`config.mk`:
```
export PLATFORM = sky130hd
export DESIGN_NAME = id_ex_ctrl_pipe
export DESIGN_NICKNAME = d
export VERILOG_FILES = /design/src/rtl/id_ex_ctrl_pipe.sv
export SDC_FILE = /design/constraint.sdc
export NUM_CORES = 1
export LEC_CHECK = 0
export CAP_MARGIN = 20
export CORE_UTILIZATION = 50
export CTS_CLUSTER_SIZE = 24
export DETAILED_ROUTE_END_ITERATION = 8
export PLACE_DENSITY = 0.92
export SLEW_MARGIN = 20
export SYNTH_ARGS = -nofsm -noshare
export SYNTH_HDL_FRONTEND = slang
export SYNTH_SLANG_ARGS = --single-unit
```
`constraint.sdc`:
```
create_clock -name clk -period 5 [get_ports clk]
set_input_delay 1 -clock clk [delete_from_list [all_inputs] [get_ports clk]]
set_output_delay 1 -clock clk [all_outputs]
set_load 0.02 [all_outputs]
```
`src/rtl/id_ex_ctrl_pipe.sv`:
```
// id_ex_ctrl_pipe: MIPS control decode, ID/EX register and MEM/WB delay line.
// Optional load-use interlock enabled by defining HAZARD_INTERLOCK_EN.
module id_ex_ctrl_pipe #(
    parameter int WB_DELAY = 2,
    parameter int CNT_W    = 32
) (
    input  logic             clk,
    input  logic             reset,
    input  logic             id_valid,
    input  logic [5:0]       id_opcode,
    input  logic [5:0]       id_func,
    input  logic [4:0]       id_rs,
    input  logic [4:0]       id_rt,
    input  logic [4:0]       id_rd,
    input  logic             flush,
    output logic             stall,
    output logic             ex_valid,
    output logic [2:0]       ex_alu_ctrl,
    output logic             ex_alu_src1,
    output logic             ex_alu_src2,
    output logic             ex_sign_or_zero,
    output logic             ex_branch_eq,
    output logic             ex_branch_neq,
    output logic [1:0]       ex_pcsrc,
    output logic [4:0]       ex_wreg,
    output logic             mem_memread,
    output logic             mem_memwrite,
    output logic             wb_valid,
    output logic             wb_regwrite,
    output logic             wb_mem2reg,
    output logic [4:0]       wb_wreg,
    output logic [CNT_W-1:0] retire_cnt
);

    typedef struct packed {
        logic       v;
        logic       mr;
        logic       mw;
        logic       rw;
        logic       m2r;
        logic [4:0] wr;
    } dl_t;

    logic [2:0] w_alu;
    logic       w_s1, w_s2, w_sz, w_beq, w_bne;
    logic [1:0] w_pc;
    logic       w_mr, w_mw, w_rw, w_m2r;
    logic       w_rtype, w_jal, w_known, w_uses_rt;
    logic [4:0] w_dst;
    logic       w_rw_eff;
    logic       w_take;

    logic [2:0] r_ex_alu;
    logic       r_ex_valid, r_ex_s1, r_ex_s2, r_ex_sz, r_ex_beq, r_ex_bne;
    logic [1:0] r_ex_pc;
    logic [4:0] r_ex_wreg;
    logic       r_ex_mr, r_ex_mw, r_ex_rw, r_ex_m2r;

    dl_t              r_dl [WB_DELAY];
    logic [CNT_W-1:0] r_cnt;

    // Opcode/func decode into the raw control bundle; unknown encodings stay zero
    always_comb begin
        w_alu     = 3'b000;
        w_s1      = 1'b0;
        w_s2      = 1'b0;
        w_sz      = 1'b0;
        w_beq     = 1'b0;
        w_bne     = 1'b0;
        w_pc      = 2'd0;
        w_mr      = 1'b0;
        w_mw      = 1'b0;
        w_rw      = 1'b0;
        w_m2r     = 1'b0;
        w_rtype   = 1'b0;
        w_jal     = 1'b0;
        w_known   = 1'b0;
        w_uses_rt = 1'b0;
        unique case (id_opcode)
            6'h00: begin
                w_rtype   = 1'b1;
                w_uses_rt = 1'b1;
                unique case (id_func)
                    6'h20: begin w_known = 1'b1; w_rw = 1'b1; w_alu = 3'b000; end
                    6'h22: begin w_known = 1'b1; w_rw = 1'b1; w_alu = 3'b001; end
                    6'h24: begin w_known = 1'b1; w_rw = 1'b1; w_alu = 3'b010; end
                    6'h25: begin w_known = 1'b1; w_rw = 1'b1; w_alu = 3'b011; end
                    6'h2a: begin w_known = 1'b1; w_rw = 1'b1; w_alu = 3'b111; end
                    6'h02: begin
                        w_known = 1'b1;
                        w_rw    = 1'b1;
                        w_alu   = 3'b101;
                        w_s1    = 1'b1;
                    end
                    6'h08: begin w_known = 1'b1; w_pc = 2'd3; end
                    default: ;
                endcase
            end
            6'h08: begin w_known = 1'b1; w_s2 = 1'b1; w_rw = 1'b1; end
            6'h0c: begin
                w_known = 1'b1; w_alu = 3'b010;
                w_s2 = 1'b1; w_sz = 1'b1; w_rw = 1'b1;
            end
            6'h0d: begin
                w_known = 1'b1; w_alu = 3'b011;
                w_s2 = 1'b1; w_sz = 1'b1; w_rw = 1'b1;
            end
            6'h23: begin
                w_known = 1'b1; w_s2 = 1'b1;
                w_mr = 1'b1; w_rw = 1'b1; w_m2r = 1'b1;
            end
            6'h0f: begin w_known = 1'b1; w_alu = 3'b110; w_s2 = 1'b1; w_rw = 1'b1; end
            6'h2b: begin w_known = 1'b1; w_s2 = 1'b1; w_mw = 1'b1; w_uses_rt = 1'b1; end
            6'h0a: begin w_known = 1'b1; w_alu = 3'b111; w_s2 = 1'b1; w_rw = 1'b1; end
            6'h04: begin w_known = 1'b1; w_alu = 3'b001; w_beq = 1'b1; w_uses_rt = 1'b1; end
            6'h05: begin w_known = 1'b1; w_alu = 3'b001; w_bne = 1'b1; w_uses_rt = 1'b1; end
            6'h02: begin w_known = 1'b1; w_pc = 2'd2; end
            6'h03: begin w_known = 1'b1; w_pc = 2'd2; w_rw = 1'b1; w_jal = 1'b1; end
            default: ;
        endcase
    end

    // Destination select; writes to $0 are suppressed
    assign w_dst    = !w_known ? 5'd0 : w_jal ? 5'd31 : w_rtype ? id_rd : id_rt;
    assign w_rw_eff = w_rw & (w_dst != 5'd0);

`ifdef HAZARD_INTERLOCK_EN
    logic w_hit;
    assign w_hit = (r_ex_wreg == id_rs) | (w_uses_rt & (r_ex_wreg == id_rt));
    assign stall = reset & id_valid & r_ex_valid & r_ex_mr & r_ex_rw & w_hit & ~flush;
`else
    logic w_unused_hz;
    assign w_unused_hz = ^{id_rs, w_uses_rt};
    assign stall = 1'b0;
`endif

    assign w_take = id_valid & ~flush & ~stall;

    // ID/EX register: load decoded bundle or insert a bubble
    always_ff @(posedge clk) begin
        if (!reset || !w_take) begin
            r_ex_valid <= 1'b0;
            r_ex_alu   <= 3'b000;
            r_ex_s1    <= 1'b0;
            r_ex_s2    <= 1'b0;
            r_ex_sz    <= 1'b0;
            r_ex_beq   <= 1'b0;
            r_ex_bne   <= 1'b0;
            r_ex_pc    <= 2'd0;
            r_ex_wreg  <= 5'd0;
            r_ex_mr    <= 1'b0;
            r_ex_mw    <= 1'b0;
            r_ex_rw    <= 1'b0;
            r_ex_m2r   <= 1'b0;
        end else begin
            r_ex_valid <= 1'b1;
            r_ex_alu   <= w_alu;
            r_ex_s1    <= w_s1;
            r_ex_s2    <= w_s2;
            r_ex_sz    <= w_sz;
            r_ex_beq   <= w_beq;
            r_ex_bne   <= w_bne;
            r_ex_pc    <= w_pc;
            r_ex_wreg  <= w_dst;
            r_ex_mr    <= w_mr;
            r_ex_mw    <= w_mw;
            r_ex_rw    <= w_rw_eff;
            r_ex_m2r   <= w_m2r;
        end
    end

    // MEM..WB delay line, advances every cycle regardless of stall
    always_ff @(posedge clk) begin
        if (!reset) begin
            for (int i = 0; i < WB_DELAY; i++) r_dl[i] <= '0;
        end else begin
            r_dl[0] <= '{v: r_ex_valid, mr: r_ex_mr, mw: r_ex_mw,
                         rw: r_ex_rw, m2r: r_ex_m2r, wr: r_ex_wreg};
            for (int i = 1; i < WB_DELAY; i++) r_dl[i] <= r_dl[i-1];
        end
    end

    // Retired-instruction counter, wraps naturally
    always_ff @(posedge clk) begin
        if (!reset) r_cnt <= '0;
        else if (r_dl[WB_DELAY-1].v) r_cnt <= r_cnt + CNT_W'(1);
    end

    assign ex_valid        = r_ex_valid;
    assign ex_alu_ctrl     = r_ex_alu;
    assign ex_alu_src1     = r_ex_s1;
    assign ex_alu_src2     = r_ex_s2;
    assign ex_sign_or_zero = r_ex_sz;
    assign ex_branch_eq    = r_ex_beq;
    assign ex_branch_neq   = r_ex_bne;
    assign ex_pcsrc        = r_ex_pc;
    assign ex_wreg         = r_ex_wreg;
    assign mem_memread     = r_dl[0].mr;
    assign mem_memwrite    = r_dl[0].mw;
    assign wb_valid        = r_dl[WB_DELAY-1].v;
    assign wb_regwrite     = r_dl[WB_DELAY-1].rw;
    assign wb_mem2reg      = r_dl[WB_DELAY-1].m2r;
    assign wb_wreg         = r_dl[WB_DELAY-1].wr;
    assign retire_cnt      = r_cnt;

endmodule
```
======== Yosys cells after proc, flatten, opt, wreduce, memory -nomap -nowiden ========
Memories as Yosys holds them, arrays and structs flattened.
Index checks and enable logic that the tools add are counted.
storage, ports and cells
  flip-flop bits (word level) ............. 51
  memories ................................ 1
  word-level logic and storage cells ...... 78
  output and inout bits ................... 59
  memory bits (writable) .................. 20
  input bits .............................. 31
operators by class
  bitwise logic cells ..................... 6
  reduce and logical (&&, ||, !) cells .... 14
  equal/unequal tests ..................... 18
  add/subtract/negate cells ............... 1
  muxes and demuxes ....................... 25
memory list
  name  depth  bits a word  read ports  clocked after memory_dff  write ports  RTL line  text
  r_dl  2      10           2           0                         2            59        dl_t r_dl [WB_DELAY];
operators with widths
  cell                                                  number
  equality test 6 bit (second input constant)           7
  equality test 6 x 4 -> 1 bit (second input constant)  6
  adder 32 x 1 -> 32 bit (second input constant)        1
  OR reduction 7 bit                                    3
  two-way mux 10 bit                                    2
  equality test 6 x 2 -> 1 bit (second input constant)  3
  case mux 3 bit (6 select lines)                       1
  two-way mux 5 bit                                     3
  case mux 3 bit (5 select lines)                       1
  two-way mux 1 bit                                     14
  equality test 6 x 3 -> 1 bit (second input constant)  2
  OR reduction 11 bit                                   1
  OR reduction 2 bit                                    4
  logical NOT 6 bit                                     1
  OR reduction 6 bit                                    1
  nonzero test 5 bit                                    1
  case mux 1 bit (2 select lines)                       2
  case mux 2 bit (2 select lines)                       1
  AND 1 bit                                             2
  logical NOT 1 bit                                     2
  two-way mux 2 bit                                     1
  NOT 1 bit                                             2
  OR 1 bit                                              2
  logical OR 1 bit                                      1

======== Depth between registers and ports, before layout ========
Gate-level depths: netlist of the first run.
  depth in word-level cells ............... 7
  gate-level depth with buffers ........... 6
  depth with buffers taken out ............ 6

======== Least setup slack after synthesis of the first run ========
OpenSTA, ideal clock, no wires.
  path type ............................... input to register
  start point ............................. in id_func[1]
  end point ............................... reg r_ex_rw
  arrival ................................. 2.008 ns
  stages on the path ...................... 6
  setup time .............................. 0.086 ns
  path buffers ............................ 1
  data required time ...................... 4.914 ns
  path slack .............................. 2.907 ns
  cells stage by stage .................... clkbuf_1 nor3b_1 a21oi_1 o31ai_1 a32oi_2 a211oi_1
on the way
  cells in the longest elaborated chain, start to end .. 7
  elaborated cells between the ends (all ways) .. 16
  those cells by class .................... eq/ne: 7; mux: 5; bitwise: 1; reduce/logical: 3
ends and longest elaborated chain
  item                                                  RTL line  text
  start, declared                                       11        input logic [5:0] id_func,
  equality test 6 x 4 -> 1 bit (tied with other cells)  83        unique case (id_func)
  OR reduction 7 bit (no line)                          --
  two-way mux 1 bit                                     83
  case mux 1 bit (2 select lines)                       79        unique case (id_opcode)
  two-way mux 5 bit                                     124       assign w_dst = !w_known ? 5'd0 : w_jal ? 5'd31 : w_rtype ? id_rd : id_rt;
  nonzero test 5 bit                                    125       assign w_rw_eff = w_rw & (w_dst != 5'd0);
  AND 1 bit *                                           125
  end signal, assigned                                  167       r_ex_rw <= w_rw_eff;
  end, declared                                         57        logic r_ex_mr, r_ex_mw, r_ex_rw, r_ex_m2r;
Every way passes the cells marked *; elsewhere a longest branch is shown, timed or not.
A chain may end at the register's enable or synchronous reset.

======== Worst setup path after layout of the first run ========
  start point ............................. in id_opcode[0]
  end point ............................... reg r_ex_rw
on the way
  cells in the longest elaborated chain, start to end .. 7
  elaborated cells between the ends (all ways) .. 23
  those cells by class .................... eq/ne: 11; mux: 7; bitwise: 1; reduce/logical: 4
ends and longest elaborated chain
  item                                                                         RTL line  text
  start, declared                                                              10        input logic [5:0] id_opcode,
  parallel branches: the longest is 6 deep, another holds OR reduction 11 bit  --
  AND 1 bit *                                                                  125
Every way passes the cells marked *.

==> results of run 1 <==
cells in the final DEF, fill, tap and decap left out, types with 9 or more instances in the layout:
master	instances
clkdlybuf4s50_1	83
dfxtp_1	68
and2_1	43
xnor2_1	24
nand2_1	16
nand3_1	15
nand4_1	14
a21oi_1	12
nor2_1	11
o21ai_0	9
clkbuf_8	9
cell type report:
type                       count  area (sq um)
multi-input combinational    221          1480
tap                           72          90.1
clock inverter                 7           100
clock buffer                   9           124
timing repair buffer          84           838
inverter                       4          15.0
sequential                    68          1360
fill                         455          1600
per-layer routing:
layer / up-vias / GRT usage (%) / part of all wire, %
li1: 1231 / - / -
met1: 1149 / 25.4 / 44
met2: 71 / 35.9 / 50
met3: 12 / 6.09 / 4.4
met4: 0 / 9.27 / 1.7
met5: - / 0 / 0
sequential cells by signal (all words and copies together), names as in the netlist, 2 cells and up:
signal,flops
retire_cnt,32
r_dl,17
ex_wreg,5
ex_alu_ctrl,3
ex_pcsrc,2
logic make-up after synthesis:
logic type / after synthesis / synth area share (%)
simple gates: 144 / 30.1
buf+inv: 22 / 3.85
mux: 7 / 2.41
xor+xnor: 29 / 8.59
other cells: 1 / 0.127
compound gates: 39 / 8.46
fa+ha+maj: 1 / 0.423
flops: 68 / 46.0
critical path, stage by stage:
cell and delay (ns):
clkdlybuf4s50_1 0.70, nor4_2 0.41, nand2_2 0.24, nor2_4 0.19, a32oi_2 0.19, a211oi_1 0.22
power by group through the flow:
| stage | combinational, mW | clock [mW] | sequential, mW |
|---|---|---|---|
| floorplan | 0.0322 | 0 | 0.558 |
| global placement | 0.0659 | 0 | 0.557 |
| detailed placement | 0.0671 | 0 | 0.557 |
| CTS | 0.0673 | 0.509 | 0.544 |
| global route | 0.0740 | 0.527 | 0.544 |
| finish | 0.0677 | 0.501 | 0.544 |
through the flow:
step / cells / area [sq um] / utilization (%)
finish: 465 / 4010 / 71.5
global placement: 449 / 3790 / 67.5
CTS: 465 / 4010 / 71.5
floorplan: 311 / 2960 / -
detailed placement: 449 / 3790 / 67.5
global route: 465 / 4010 / 71.5
final timing paths:
path                     startpoint                          end  slack, ns  depth (start not counted)
min reg2reg   r_dl[0][6]$_SDFF_PN0_       r_dl[0][16]$_SDFF_PN0_       0.43                          1
min           r_dl[0][6]$_SDFF_PN0_       r_dl[0][16]$_SDFF_PN0_       0.43                          1
max                    id_opcode[0]           r_ex_rw$_SDFF_PN0_       2.31                          6
max reg2reg  r_dl[0][19]$_SDFF_PN0_  retire_cnt[25]$_SDFFE_PN0P_       2.98                          5
==> results.toml, run 1 <==
[synthesis]
synth.distinct_cells = 49
synth_edf_count = 0
ys.flop_type = "dfxtp_1"
synth_top_area_cell = "dfxtp_1"
synth.avg_cell_area_sq_um = 9.51
yosysTopAreaCellShare_pct = 46.0
synth_seq_cells = 68
yosysMostFrequentCell = "dfxtp_1"
synth_area_sq_um = 2960
synth_area_leaders = "dfxtp_1 (46%), and2_1 (9.1%), xnor2_1 (7.1%)"
synthCells = 311
async_flop_share_pct = 0
yosysWarningCount = 0
synth_nets = 343
yosys-top-cells-count = "dfxtp_1 (68), and2_1 (43), xnor2_1 (24)"
ys_seq_area_share_pct = 46.0

[drt]
ant_nets = 0
via_per_inst = 5.30
wirelength_um = 6280
vias = 2463
firstDrtPassIters = 4
routedWlPerCell_um = 13.5
drt_iter0_markers = 116
drc_errors = 0

[worst_setup_path]
endpoint_kind = "flop"
critPathLaunchType = "primary input"
required_ns = 5.25
path_class = "in2reg"
arrival_ns = 2.94
cp_max_fo = 16

[layout]
drive_gt1_share_pct = 7.63
antenna_cells = 0
nets = 420
area_delta_synth_final_pct = 35.6

[global_routing]
grt_start_max_net_pins = 53
grt_pass1_vias = 2260
grt-ovfl-total = 0
grt_pass1_wl_um = 10400
grtUsageTotal_pct = 21.4
antenna_found_initial = 0

[power_and_ir_drop]
p_per_area_nw_per_um2 = 277
p_sw_uw = 254
seqPwrFrac_pct = 48.9
ir_drop_mv = 0.172
clockPowerShare_pct = 45.0
p_sw_share_pct = 22.8
power_mw = 1.11
p_leak_nw = 1.50
p_comb_share_pct = 6.1
internal_power_uw = 859

[job]
cap_viol_max_count = 0

[placement]
dp_hpwl_um = 4290
io_buffer_count = 83
finalWeightedCongestion = 0.854
pre_cts_ws_ns = 1.98

[timing]
whs_ns = 0.434
post-route-period-util_pct = 53.8
hold_viol = 0
finalMaxSlewViolations = 0
setup_ws_ns = 2.31
worst_pin_slew_ns = 0.734
final.setup.tns_ns = 0
period_needed_ns = 2.69
rsz0062_at_grt = "no"
fmax_mhz = 372
finalSetupViolations = 0
relSlewSlack_pct = 50.8
finalClockSkew_ns = 0.00586

[floorplan]
rows = 27
io_pins = 90
fp.dieH_um = 78.9
dieWidth_um = 78.9
initial_utilization_pct = 52.7
core_sq_um = 5610
die-area_sq_um = 6220

[worst_hold_path]
min_path_type = "reg2reg"

[clock_network]
cts_tree = "done"
hold_buffers = 0
cts_resized = 0
clk_pin_slew_ns = 0.07
cts_buffers = 9
post_cts_buffers = 0
root_buffer = "clkbuf_8"
clock-sinks = 68
cts_max_level = 3
clockBufferDepth = 2
clk_latency_ns = 0.34

[run_status]
status = "complete, no violations"
No activity file was read; power rests on OpenSTA's default activity.
==> run 2: changes to the inputs <==
Settings changed: CORE_UTILIZATION 50 to 47, PLACE_DENSITY 0.92 to 0.87.
Clock period 5 ns to 2.6 ns, I/O delays scaled along.
==> run 2 against run 1 <==
Against the previous run: sequential cell count did not move; clock skew rose by 0.0028 ns; first-iteration DRC count increased by 11%; register-to-register slack worse by 2.4 ns; sequential power grew 93%; total power increased by 110%; critical path depth fell by 5; critical endpoint is now retire_cnt[3]; highest routed layer unchanged.
==> results.toml, run 2 (synthesis gave the netlist of run 1 again) <==
[layout]
antenna_cells = 0
drive_gt1_share_pct = 9.25
final_common_cell = "clkdlybuf4s50_1"
area_delta_synth_final_pct = 38.8
largest_register_ffs = 32
nets = 427
final_core_util_pct = 68.5
layout_common_cells = "clkdlybuf4s50_1 (83), dfxtp_1 (68), and2_1 (43)"
fillers = 461

[worst_setup_path]
critPathLaunchType = "flop"
crit_family = "buffers and inverters"
endpoint_kind = "primary output"
arrival_ns = 1.48
cp_max_fo = 6
critical_path_depth = 1
path_cells = "clkdlybuf4s50_1"
path_class = "reg2out"
max_stage_delay_ns = 0.67
cp_slowest_cell = "clkdlybuf4s50_1"
required_ns = 2.08
cp.buffers_inverters = 1
r2r_cells = 5

[clock_network]
clk_latency_ns = 0.34
clockBufferDepth = 2
hold_buffers = 0
cts_resized = 0
post_cts_buffers = 0
cts_max_level = 3
clock-sinks = 68
cts_tree = "done"
root_buffer = "clkbuf_8"
clk_pin_slew_ns = 0.07
cts_buffers = 9

[power_and_ir_drop]
power_mw = 2.32
p_per_area_nw_per_um2 = 565
p_leak_nw = 1.57
ir_drop_mv = 0.327

[global_routing]
grtUsageTotal_pct = 20.2
grt_start_max_net_pins = 52
grt_pass1_vias = 2256
grt_pass1_wl_um = 10200
antenna_found_initial = 0
grt-ovfl-total = 0

[floorplan]
core_sq_um = 5990
rows = 28
io_pins = 90
fp.dieH_um = 81.3
dieWidth_um = 81.3
initial_utilization_pct = 49.4
die-area_sq_um = 6610

[placement]
finalWeightedCongestion = 0.896
io_buffer_count = 83
dp_hpwl_um = 4520

[drt]
routedWlPerCell_um = 13.5
via_per_inst = 5.32
drt_iter0_markers = 129
vias = 2526
ant_nets = 0
drc_errors = 0
firstDrtPassIters = 4
wirelength_um = 6430

[timing]
finalMaxSlewViolations = 0
period_needed_ns = 2.00
worst_pin_slew_ns = 0.725
relSlewSlack_pct = 51.4
finalSetupViolations = 0
finalClockSkew_ns = 0.00862
hold_viol = 0
rsz0062_at_grt = "no"
final.setup.tns_ns = 0
post-route-period-util_pct = 76.9
fmax_mhz = 500

[worst_hold_path]
min_path_type = "reg2reg"
min_path_cells = 1

[run_status]
status = "complete, no violations"

[job]
cap_viol_max_count = 0
[run 2: worst paths after layout]
kind / startpoint / end / slack (ns)
max: retire_cnt[3]$_SDFFE_PN0P_ / retire_cnt[3] / 0.60
min: r_dl[0][1]$_SDFF_PN0_ / r_dl[0][11]$_SDFF_PN0_ / 0.42
max reg2reg: retire_cnt[9]$_SDFFE_PN0P_ / retire_cnt[30]$_SDFFE_PN0P_ / 0.63
min reg2reg: r_dl[0][1]$_SDFF_PN0_ / r_dl[0][11]$_SDFF_PN0_ / 0.42
[run 2: cell type report]
class,count,area (sq um),area share (%)
Inverter,4,15.0,0.366
Sequential cell,68,1360,33.2
Clock buffer,9,124,3.02
Clock inverter,7,139,3.38
Timing Repair Buffer,91,891,21.7
Multi-Input combinational cell,221,1480,36.1
Tap cell,75,93.8,2.29
[run 2: stage by stage]
| step | setup WS (ns) | instances | instance area [sq um] | hold WS (ns) |
|---|---|---|---|---|
| 6_report | 0.601 | 475 | 4110 | 0.425 |
| 5_1_grt | 0.453 | 475 | 4110 | 0.437 |
| 4_1_cts | 0.579 | 475 | 4110 | 0.430 |
| 3_5_place_dp | 0.365 | 459 | 3840 | 0.417 |
| 3_3_place_gp | 0.383 | 459 | 3840 | 0.416 |
| 2_1_floorplan | 0.833 | 311 | 2960 | 0.412 |
[run 2: layer usage]
layer  vias to the layer above  track usage (%)  share of wire, %
met1                      1153             25.7                44
li1                       1244                -                 -
met2                       109             31.9                47
met3                        20             4.38               6.0
met5                         -                0                 0
met4                         0             10.4               2.3
[run 2: power by group]
part | internal, mW | total, mW | leakage [nW] | switching, mW
Sequential | 1.04 | 1.05 | 0.548 | 0.00205
Combinational | 0.0694 | 0.139 | 0.886 | 0.0698
Clock | 0.732 | 1.14 | 0.133 | 0.403
==> run 3: changes to the inputs <==
Clock period 2.6 ns to 1.9 ns, I/O delays scaled along.
==> run 3 against run 2 <==
Against the previous run: core utilization increased by 2.1 points; critical path type unchanged; hold slack improved by 0.0077 ns; clock power increased by 8%.
==> results.toml, run 3 (synthesis gave the netlist of run 1 again) <==
[floorplan]
die-area_sq_um = 6610
io_pins = 90
core_sq_um = 5990
rows = 28
fp.dieH_um = 81.3
dieWidth_um = 81.3
initial_utilization_pct = 49.4

[global_routing]
antenna_found_initial = 0
grtUsageTotal_pct = 21.6
grt-ovfl-total = 0
grt_pass1_vias = 2398
grt_start_max_net_pins = 52
grt_pass1_wl_um = 10800

[timing]
finalMaxSlewViolations = 0
final.setup.tns_ns = 0
setup_ws_ns = 0.0767
period_needed_ns = 1.82
fmax_mhz = 548
post-route-period-util_pct = 96.0
rsz0062_at_grt = "no"
hold_viol = 0
finalClockSkew_ns = 0.00571
finalSetupViolations = 0

[worst_setup_path]
cp_max_fo = 6
arrival_ns = 1.44
crit_family = "buffers and inverters"
cp_slowest_cell = "clkdlybuf4s50_1"
path_class = "reg2out"
required_ns = 1.52
path_cells = "clkdlybuf4s50_1"
critPathLaunchType = "flop"
max_stage_delay_ns = 0.65
endpoint_kind = "primary output"
cp.buffers_inverters = 1

[power_and_ir_drop]
p_leak_nw = 1.67
power_mw = 2.88
p_per_area_nw_per_um2 = 680
ir_drop_mv = 0.473

[clock_network]
cts_tree = "done"
clock-sinks = 68
cts_max_level = 3
cts_buffers = 9
clk_latency_ns = 0.34
root_buffer = "clkbuf_8"
clk_pin_slew_ns = 0.07
clockBufferDepth = 2
hold_buffers = 0

[drt]
firstDrtPassIters = 5
drt_iter0_markers = 122
ant_nets = 0
drc_errors = 0
routedWlPerCell_um = 13.4
vias = 2577
via_per_inst = 5.17
wirelength_um = 6690

[placement]
placed_area_sq_um = 4030
finalWeightedCongestion = 0.893
dp_hpwl_um = 4830
io_buffer_count = 83
pre_cts_ws_ns = -0.137
dp.cells = 482

[run_status]
status = "complete, no violations"

[layout]
nets = 450
area_delta_synth_final_pct = 43.2
largest_register_ffs = 32
fin_cells = 498
final_area_sq_um = 4230
drive_gt1_share_pct = 13.9
antenna_cells = 0
final_common_cell = "clkdlybuf4s50_1"
layout_common_cells = "clkdlybuf4s50_1 (82), dfxtp_1 (68), and2_1 (43)"

[job]
cap_viol_max_count = 0

[worst_hold_path]
min_path_type = "reg2reg"
## run 3: cell type report
cell class / count / area, sq um
Timing Repair Buffer: 114 / 1080
Inverter: 4 / 15.0
Tap cell: 75 / 93.8
Fill cell: 467 / 1760
Sequential cell: 68 / 1360
Clock buffer: 12 / 155
Multi-Input combinational cell: 221 / 1480
Clock inverter: 4 / 47.5
## run 3: report_power, final
part / total (mW) / leakage [nW] / switching, mW / internal (mW)
Sequential: 1.43 / 0.548 / 0.00255 / 1.43
Clock: 1.23 / 0.102 / 0.554 / 0.674
Combinational: 0.218 / 1.02 / 0.101 / 0.118
## run 3: per-layer routing
layer | wire length [um] | vias to the layer above | global-route usage (%)
met5 | 0 | - | 0
met4 | 55 | 0 | 7.68
met3 | 394 | 10 | 7.53
met2 | 3210 | 94 | 34.8
met1 | 3030 | 1183 | 26.5
li1 | - | 1290 | -
## run 3: path summary, 6_finish.rpt
path                              startpoint                     endpoint  slack, ns  cells after the start
hold reg to reg        r_dl[0][0]$_SDFF_PN0_       r_dl[0][10]$_SDFF_PN0_       0.43                      1
hold / removal         r_dl[0][0]$_SDFF_PN0_       r_dl[0][10]$_SDFF_PN0_       0.43                      1
setup reg to reg  retire_cnt[0]$_SDFFE_PN0P_  retire_cnt[20]$_SDFFE_PN0P_       0.21                      7
setup / recovery  retire_cnt[9]$_SDFFE_PN0P_                retire_cnt[9]       0.08                      1
## run 3: repair_timing
item                       4_1_cts  5_1_grt
setup endpoints to repair        0        1
gates resized for setup          0        1
hold endpoints to repair         0        0
buffers inserted                 0        0
## run 3: worst register-to-register path: stages, from the launching register on
cell and delay, ns:
dfxtp_1 0.40, ha_1 0.19, and3_2 0.23, nor3b_4 0.23, buf_12 0.15, nand4_1 0.11
xnor2_1 0.14, and2_1 0.14
## run 3: stage by stage
step	utilization [%]	hold slack, ns
2_1_floorplan	-	0.412
3_3_place_gp	67.2	0.416
3_5_place_dp	67.2	0.421
4_1_cts	70.6	0.438
5_1_grt	70.7	0.446
6_report	70.7	0.433
